`src/rtl/instr_loader_pkg.sv`:
```
// Shared constants for the instruction loader: load-state encodings and the
// split of the 16-bit instruction word into opcode and operand fields.
package instr_loader_pkg;

  localparam logic [1:0] ST_WAIT_LO = 2'd0;
  localparam logic [1:0] ST_WAIT_HI = 2'd1;
  localparam logic [1:0] ST_LOADED  = 2'd2;

  localparam int WORD_W  = 16;
  localparam int OPC_MSB = 15;
  localparam int OPC_LSB = 12;
  localparam int INSTR_W = 12;

endpackage

```
`src/rtl/instr_loader_btn_debounce.sv`:
```
// Push-button conditioner: two-flop synchronizer, stability counter and a
// one-cycle press pulse on each accepted 0->1 change of the debounced level.
module btn_debounce #(
  parameter int DEBOUNCE_CYCLES = 16,
  parameter int CNT_W           = 16
) (
  input  logic clk,
  input  logic rst_n,
  input  logic btn_raw,
  output logic press
);

  localparam logic [CNT_W-1:0] CNT_LAST = CNT_W'(DEBOUNCE_CYCLES - 1);

  logic [1:0]       sync_q;
  logic             level;
  logic [CNT_W-1:0] cnt;

  // NOTE: every register here uses non-blocking assignment so all flops
  // sample the same pre-edge values; blocking would chain them within a cycle.
  always_ff @(posedge clk or negedge rst_n) begin
    if (!rst_n) begin
      sync_q <= 2'b00;
      level  <= 1'b0;
      cnt    <= '0;
      press  <= 1'b0;
    end else begin
      sync_q <= {sync_q[0], btn_raw};
      press  <= 1'b0;
      if (sync_q[1] == level) begin
        cnt <= '0;
      end else if (cnt == CNT_LAST) begin
        // Flip and clear together, so the counter can never wrap.
        level <= ~level;
        cnt   <= '0;
        press <= ~level;
      end else begin
        cnt <= cnt + CNT_W'(1);
      end
    end
  end

endmodule

```
`src/rtl/instr_loader.sv`:
```
// Front end ahead of the CPU core: turns debounced button presses into either
// two-byte instruction loads (load_mode = 1) or single step strobes (load_mode = 0).
module instr_loader
  import instr_loader_pkg::*;
#(
  parameter int DEBOUNCE_CYCLES = 16,
  parameter int CNT_W           = 16
) (
  input  logic                          clk,
  input  logic                          rst_n,
  input  logic [7:0]                    data_in,
  input  logic                          btn_raw,
  input  logic                          load_mode,
  output logic [OPC_MSB-OPC_LSB:0]      opcode,
  output logic [INSTR_W-1:0]            instr,
  output logic                          inst_done,
  output logic                          btn_edge,
  output logic [1:0]                    load_state
);

  logic              press;
  logic [1:0]        state;
  logic [7:0]        lo_reg;
  logic [WORD_W-1:0] word;

  btn_debounce #(
    .DEBOUNCE_CYCLES(DEBOUNCE_CYCLES),
    .CNT_W          (CNT_W)
  ) u_debounce (
    .clk    (clk),
    .rst_n  (rst_n),
    .btn_raw(btn_raw),
    .press  (press)
  );

  always_ff @(posedge clk or negedge rst_n) begin
    if (!rst_n) begin
      state     <= ST_WAIT_LO;
      lo_reg    <= 8'h00;
      word      <= '0;
      inst_done <= 1'b0;
      btn_edge  <= 1'b0;
    end else begin
      inst_done <= 1'b0;
      btn_edge  <= 1'b0;
      if (!load_mode) begin
        btn_edge <= press;
        // Leaving load mode half way through abandons the partial word.
        if (state == ST_WAIT_HI) begin
          state  <= ST_WAIT_LO;
          lo_reg <= 8'h00;
        end
      end else if (press) begin
        case (state)
          ST_WAIT_HI: begin
            word      <= {data_in, lo_reg};
            state     <= ST_LOADED;
            inst_done <= 1'b1;
          end
          default: begin
            lo_reg <= data_in;
            state  <= ST_WAIT_HI;
          end
        endcase
      end
    end
  end

  assign opcode     = word[OPC_MSB:OPC_LSB];
  assign instr      = word[INSTR_W-1:0];
  assign load_state = state;

endmodule
```
`config.mk`:
```
export PLATFORM = sky130hd
export DESIGN_NAME = instr_loader
export DESIGN_NICKNAME = d
export VERILOG_FILES = /design/src/rtl/instr_loader_pkg.sv /design/src/rtl/instr_loader_btn_debounce.sv /design/src/rtl/instr_loader.sv
export SDC_FILE = /design/constraint.sdc
export NUM_CORES = 1
export LEC_CHECK = 0
export CORE_MARGIN = 2
export CORE_UTILIZATION = 40
export DETAILED_ROUTE_END_ITERATION = 8
export PLACE_DENSITY = 0.72
export SLEW_MARGIN = 20
export SYNTH_ARGS = -nofsm -noshare
export SYNTH_HDL_FRONTEND = slang
export SYNTH_SLANG_ARGS = --single-unit
```
`constraint.sdc`:
```
create_clock -name clk -period 1.55 [get_ports clk]
set_input_delay 0.31 -clock clk [delete_from_list [all_inputs] [get_ports clk]]
set_output_delay 0.31 -clock clk [all_outputs]
set_load 0.05 [all_outputs]
```
== Yosys cells after proc, flatten, opt, wreduce, memory -nomap -nowiden ==
Cells that the tools add are included.
Cells by class
  $add $sub $neg: 1
  $mul: 0
  divide/modulo/power cells: 0
  order comparisons: 0
  eq/ne operators: 5
  shifts and indexed selects: 0
  mux-type cells: 16
  bitwise operators: 2
  reductions and logical operators: 5
Operators with widths (number)
  $mux W16: 2
  $mux W8: 4
  $add A16 B1 Y16 const B: 1
  $eq A16 B4 Y1 const B: 1
  $mux W2: 4
  $mux W1: 6
  $reduce_and A3 Y1: 2
  $reduce_and A2 Y1: 2
  $eq A2 B1 Y1 const B: 1
  $ne A2 B1 Y1 const B: 1
  $ne A2 B2 Y1 const B: 1
  $not A1 Y1: 2
  $reduce_bool A2 Y1: 1
  $eq A1 B1 Y1: 1
Word-level totals
  register bits: 48
  latch bits: 0
  RAM bits: 0
  ROM bits: 0
  input bits: 12
  logic and storage cells: 38
  memories: 0

== Depth between registers and ports, before layout ==
  depth after elaboration: 4
  mapped depth: 6
  mapped depth without buffers: 5

== Modules after synthesis ==
Synthesis repeated with hierarchy kept, for this count alone.
Unflattened totals
  cell total of the unflattened synthesis: 170
  area, all modules: 2153.3 um^2
By module, submodules not included
  instr_loader: times used 1, cells each 85, area an instance 1192.4 um^2, seq. area each 700.7 um^2
  btn_debounce: times used 1, cells each 85, area an instance 960.9 um^2, seq. area each 500.5 um^2

== Worst setup path before layout ==
Ideal clock, no wire load.
  path kind: register to register
  start: register state[0] (netlist: load_state[0])
  end: register word[1]
  setup time: 0.125 ns
  arrival time: 1.586 ns
  path slack: -0.162 ns
  cell stages (with the launch flop): 6
  buffers on the path: 2
  period minus slack after synthesis: 1.712 ns
  cells stage by stage: dfrtp_1 > nor2b_2 > buf_6 > nand3_4 > buf_6 > mux2_4
On the way
  longest elaborated chain between the ends: 2
Ends and longest elaborated chain
  start, declared: RTL line instr_loader.sv:22  | logic [1:0] state;
  start signal, assigned: RTL line instr_loader.sv:38  | state <= ST_WAIT_LO;
  start signal, assigned: RTL line instr_loader.sv:50  | state <= ST_WAIT_LO;
  start signal, assigned: RTL line instr_loader.sv:57  | state <= ST_LOADED;
  $eq A2 B1 Y1: RTL line instr_loader.sv:54  | case (state)
  $reduce_and A3 Y1 (no line)
  end signal, assigned: RTL line instr_loader.sv:56  | word <= {data_in, lo_reg};
  end, declared: RTL line instr_loader.sv:24  | logic [WORD_W-1:0] word;
Every way passes these cells.
A chain may end at the register's enable or synchronous reset.

== Worst setup path in the final report ==
  start: register u_debounce.cnt[1]
  end: register u_debounce.level
On the way
  longest elaborated chain between the ends: 2
Ends and longest elaborated chain
  start, declared: RTL line instr_loader_btn_debounce.sv:17  | logic [CNT_W-1:0] cnt;
  start signal, assigned: RTL line instr_loader_btn_debounce.sv:38  | cnt <= cnt + CNT_W'(1);
  $eq A16 B4 Y1: RTL line instr_loader_btn_debounce.sv:32  | end else if (cnt == CNT_LAST) begin
  $reduce_and A2 Y1 (no line)
  end signal, assigned: RTL line instr_loader_btn_debounce.sv:34  | level <= ~level;
  end, declared: RTL line instr_loader_btn_debounce.sv:16  | logic level;
Every way passes these cells.

==> key figures <==
Logic synthesis
  • Syn Inst Count: ~180
  • Avg Inst Size Synth: ~12 um2
  • Syn Std Cell Area: around 0.0021 mm2
  • Post-synth EDFFs: 0
  • Seq/Total Area, Yosys: 56.17%
  • Syn nets: 194
  • Ys Warns: 0
  • Async S/R FF share, synth: between 90% and 100%
  • Synth cell types: 30
  • Synth Flop Type: dfrtp_1
  • Synth Register Bits: 48

Die
  • Core area: 0.005140 mm2
  • I/O pin cnt: 32
  • Die ar.: between 0.005 and 0.006 mm2
  • Die Width: 77.12 um
  • Initial core utilization: 41.60%
  • Std cell rows: 26
  • Die H: 77.12 um

Setup path
  • Critical Path Fanout Max: 4
  • Critical path, cell by cell: ha_4, and3_2, nand4_1, mux2_2
  • Worst Setup End Kind: flip-flop
  • Critical path class: reg -> reg
  • Critical path's largest stage delay: 420 ps
  • Setup crit start kind: flip-flop
  • Slowest cell on the critical path: dfrtp_1
  • Required @ worst endpoint: 1740 ps
  • Worst path arrival time: ~1700 ps

Route
  • DR WL/cell: 13.34 um
  • DRT antenna net count: 0
  • DR vias/cell: 4.931
  • DRC: 0
  • DRT iter0 DRCs: 101
  • Drt first pass iters: 4
  • Via count: ~1500
  • Drt total wl: 4.043 mm

Status
  • Outcome: finished, final reports clean

STA
  • Max frequency: slightly below 700 MHz
  • Period utilisation layout: between 90% and 100%
  • Tmin final: 1483 ps
  • # setup viols final: 0
  • Relative slew margins: 78.95%
  • Hold Violations, Final: 0
  • Worst slew pin tran: approximately 320 ps
  • Slew Limit Fails: 0
  • Fin Clk Skew: 9.320 ps
  • RSZ-0062 raised after global routing: no

Clocking
  • CTS root buffer: clkbuf_8
  • H-tree depth: 2
  • Worst skew pair latency: 300 ps
  • Clk slew on worst S/H paths: 80 ps
  • Clock sinks: 48
  • TritonCTS clock tree: yes
  • Buffers from clock root to sink, at most: 2
  • Total clock buffers created by CTS: 5

Final layout
  • Share of layout cells above drive strength 1: 33.91%
  • Fin nets: approximately 250
  • Post-Layout Inst Area: 0.002927 mm2
  • Area Overhead vs Synth: 36.86%
  • N_diodes: 0

Place
  • Area after DPL: 0.002806 mm2
  • GPL Wtd Cong: between 0.7 and 0.8
  • DPL Wire Length: between 2 and 3 mm
  • PortBufs: 31

Pwr
  • Total chip power: 2.103 mW
  • Static leakage: 1.317 nW
  • Power Dens Cells: a little over 700 mW/mm2
  • VDD IR max: 0.3929 mV

Global route
  • Vias in the first global route: 1520
  • First-pass GRT wire length: 7.472 mm
  • Largest net degree at the start of global routing: 49
  • Initial antenna violation count: 0
  • Gr usage total: between 10% and 20%
  • Grt ovf: 0

Flow run
  • Max-cap violations: 0

Min path
  • Hold Path Class: reg -> reg
==> repair_timing <==
item	4_1_cts	5_1_grt
hold buffers	1	0
setup buffers	0	1
hold endpoints to repair	48	0
gates resized for setup	0	4
setup endpoints to repair	0	16
==> metal layers <==
metal | routed length (um) | vias to the layer above | global-route usage, % | share of wire (%)
li1 | - | 723 | - | -
met1 | 1922 | 736 | 21.76 | 48
met2 | 1865 | 27 | 23.77 | 46
met3 | 171 | 8 | 4.588 | 4.2
met4 | 84 | 0 | 6.607 | 2.1
met5 | 0 | - | 0 | 0
==> cell usage after synthesis (5+ instances only) <==
cell	n	share of area, %
mux2_4	8	5.6
dfrtp_1	48	56
a31oi_1	8	2.3
nor3_1	5	1.2
inv_1	5	0.88
o21ai_0	8	1.9
nand2_1	15	2.6
mux2_2	9	4.7
nor2_1	17	3.0
nor2b_1	8	2.3
xnor2_1	13	5.3
nand3_1	5	1.2
==> area by class of cell <==
| class | instances | area, um2 |
|---|---|---|
| clock inverter | 1 | 5.005 |
| timing repair buffer | 50 | 638.1 |
| inverter | 5 | 18.77 |
| clock buffer | 7 | 76.32 |
| tap | 70 | 87.58 |
| fill | 456 | 2213 |
| sequential | 48 | 1204 |
| multi-input combinational | 122 | 897.1 |
==> power breakdown <==
part | switching [mW] | internal [mW] | leakage [nW]
logic | 0.0644 | 0.0598 | 0.614
registers | 0.00938 | 1.26 | 0.660
clock network | 0.393 | 0.317 | 0.0422
==> critical path, delay by kind of cell (launching register included) <==
family,cells,cell delay (ps)
flip-flops,1,420
AND/OR/NAND/NOR,2,410
adder cells (fa/ha/maj),1,180
multiplexers,1,360
==> cells in the final DEF, fill, tap and decap left out, types with 4 or more instances in the layout <==
master           Yosys  final
clkbuf_8             0      5
inv_1                5      5
xnor2_1             13     13
nor3_1               5      5
nor2_1              17     16
nor4_2               3      4
dfrtp_1             48     46
a31oi_1              8      8
clkdlybuf4s50_1      0     10
nand2_1             15     15
mux2_4               8      8
o21ai_0              8      8
nand3_1              5      5
nor2b_1              8      8
mux2_2               9      9
buf_4                0     19
buf_12               0     19
==> through the flow <==
stage | hold slack, ps | TNS (ps) | setup slack [ps] | util (%) | instances
finish | 357.7 | 0 | 67.50 | 56.94 | 303
global route | 384.9 | 0 | 12.07 | 56.94 | 303
CTS | 362.3 | 0 | 19.60 | 56.38 | 302
detailed placement | 310.3 | -1106 | -77.23 | 54.60 | 293
global placement | 312.1 | -635.3 | -51.04 | 54.60 | 293
floorplan | 14.41 | 0 | 4.041 | - | 181
==> cells by family after synthesis <==
logic type / Yosys count / synth area share, %
flops: 48 / 56.17
buf+inv: 11 / 3.101
simple gates: 69 / 18.37
fa+ha+maj: 1 / 0.5850
compound gates: 20 / 5.266
mux: 17 / 10.36
xor+xnor: 15 / 6.144
==> final timing paths <==
kind / start / to / slack, ps / depth (start not counted)
min reg2reg: u_debounce.sync_q[0]$_DFF_PN0_ / u_debounce.sync_q[1]$_DFF_PN0_ / 360 / 0
max in group asynchronous: rst_n / load_state[0]$_DFFE_PN0P_ / 800 / 3
max: u_debounce.cnt[1]$_DFF_PN0_ / u_debounce.level$_DFFE_PN0P_ / 70 / 4
min: u_debounce.sync_q[0]$_DFF_PN0_ / u_debounce.sync_q[1]$_DFF_PN0_ / 360 / 0
min in group asynchronous: rst_n / u_debounce.cnt[2]$_DFF_PN0_ / 520 / 3
max reg2reg: u_debounce.cnt[1]$_DFF_PN0_ / u_debounce.level$_DFFE_PN0P_ / 70 / 4
(Power assumes the default switching activity.)
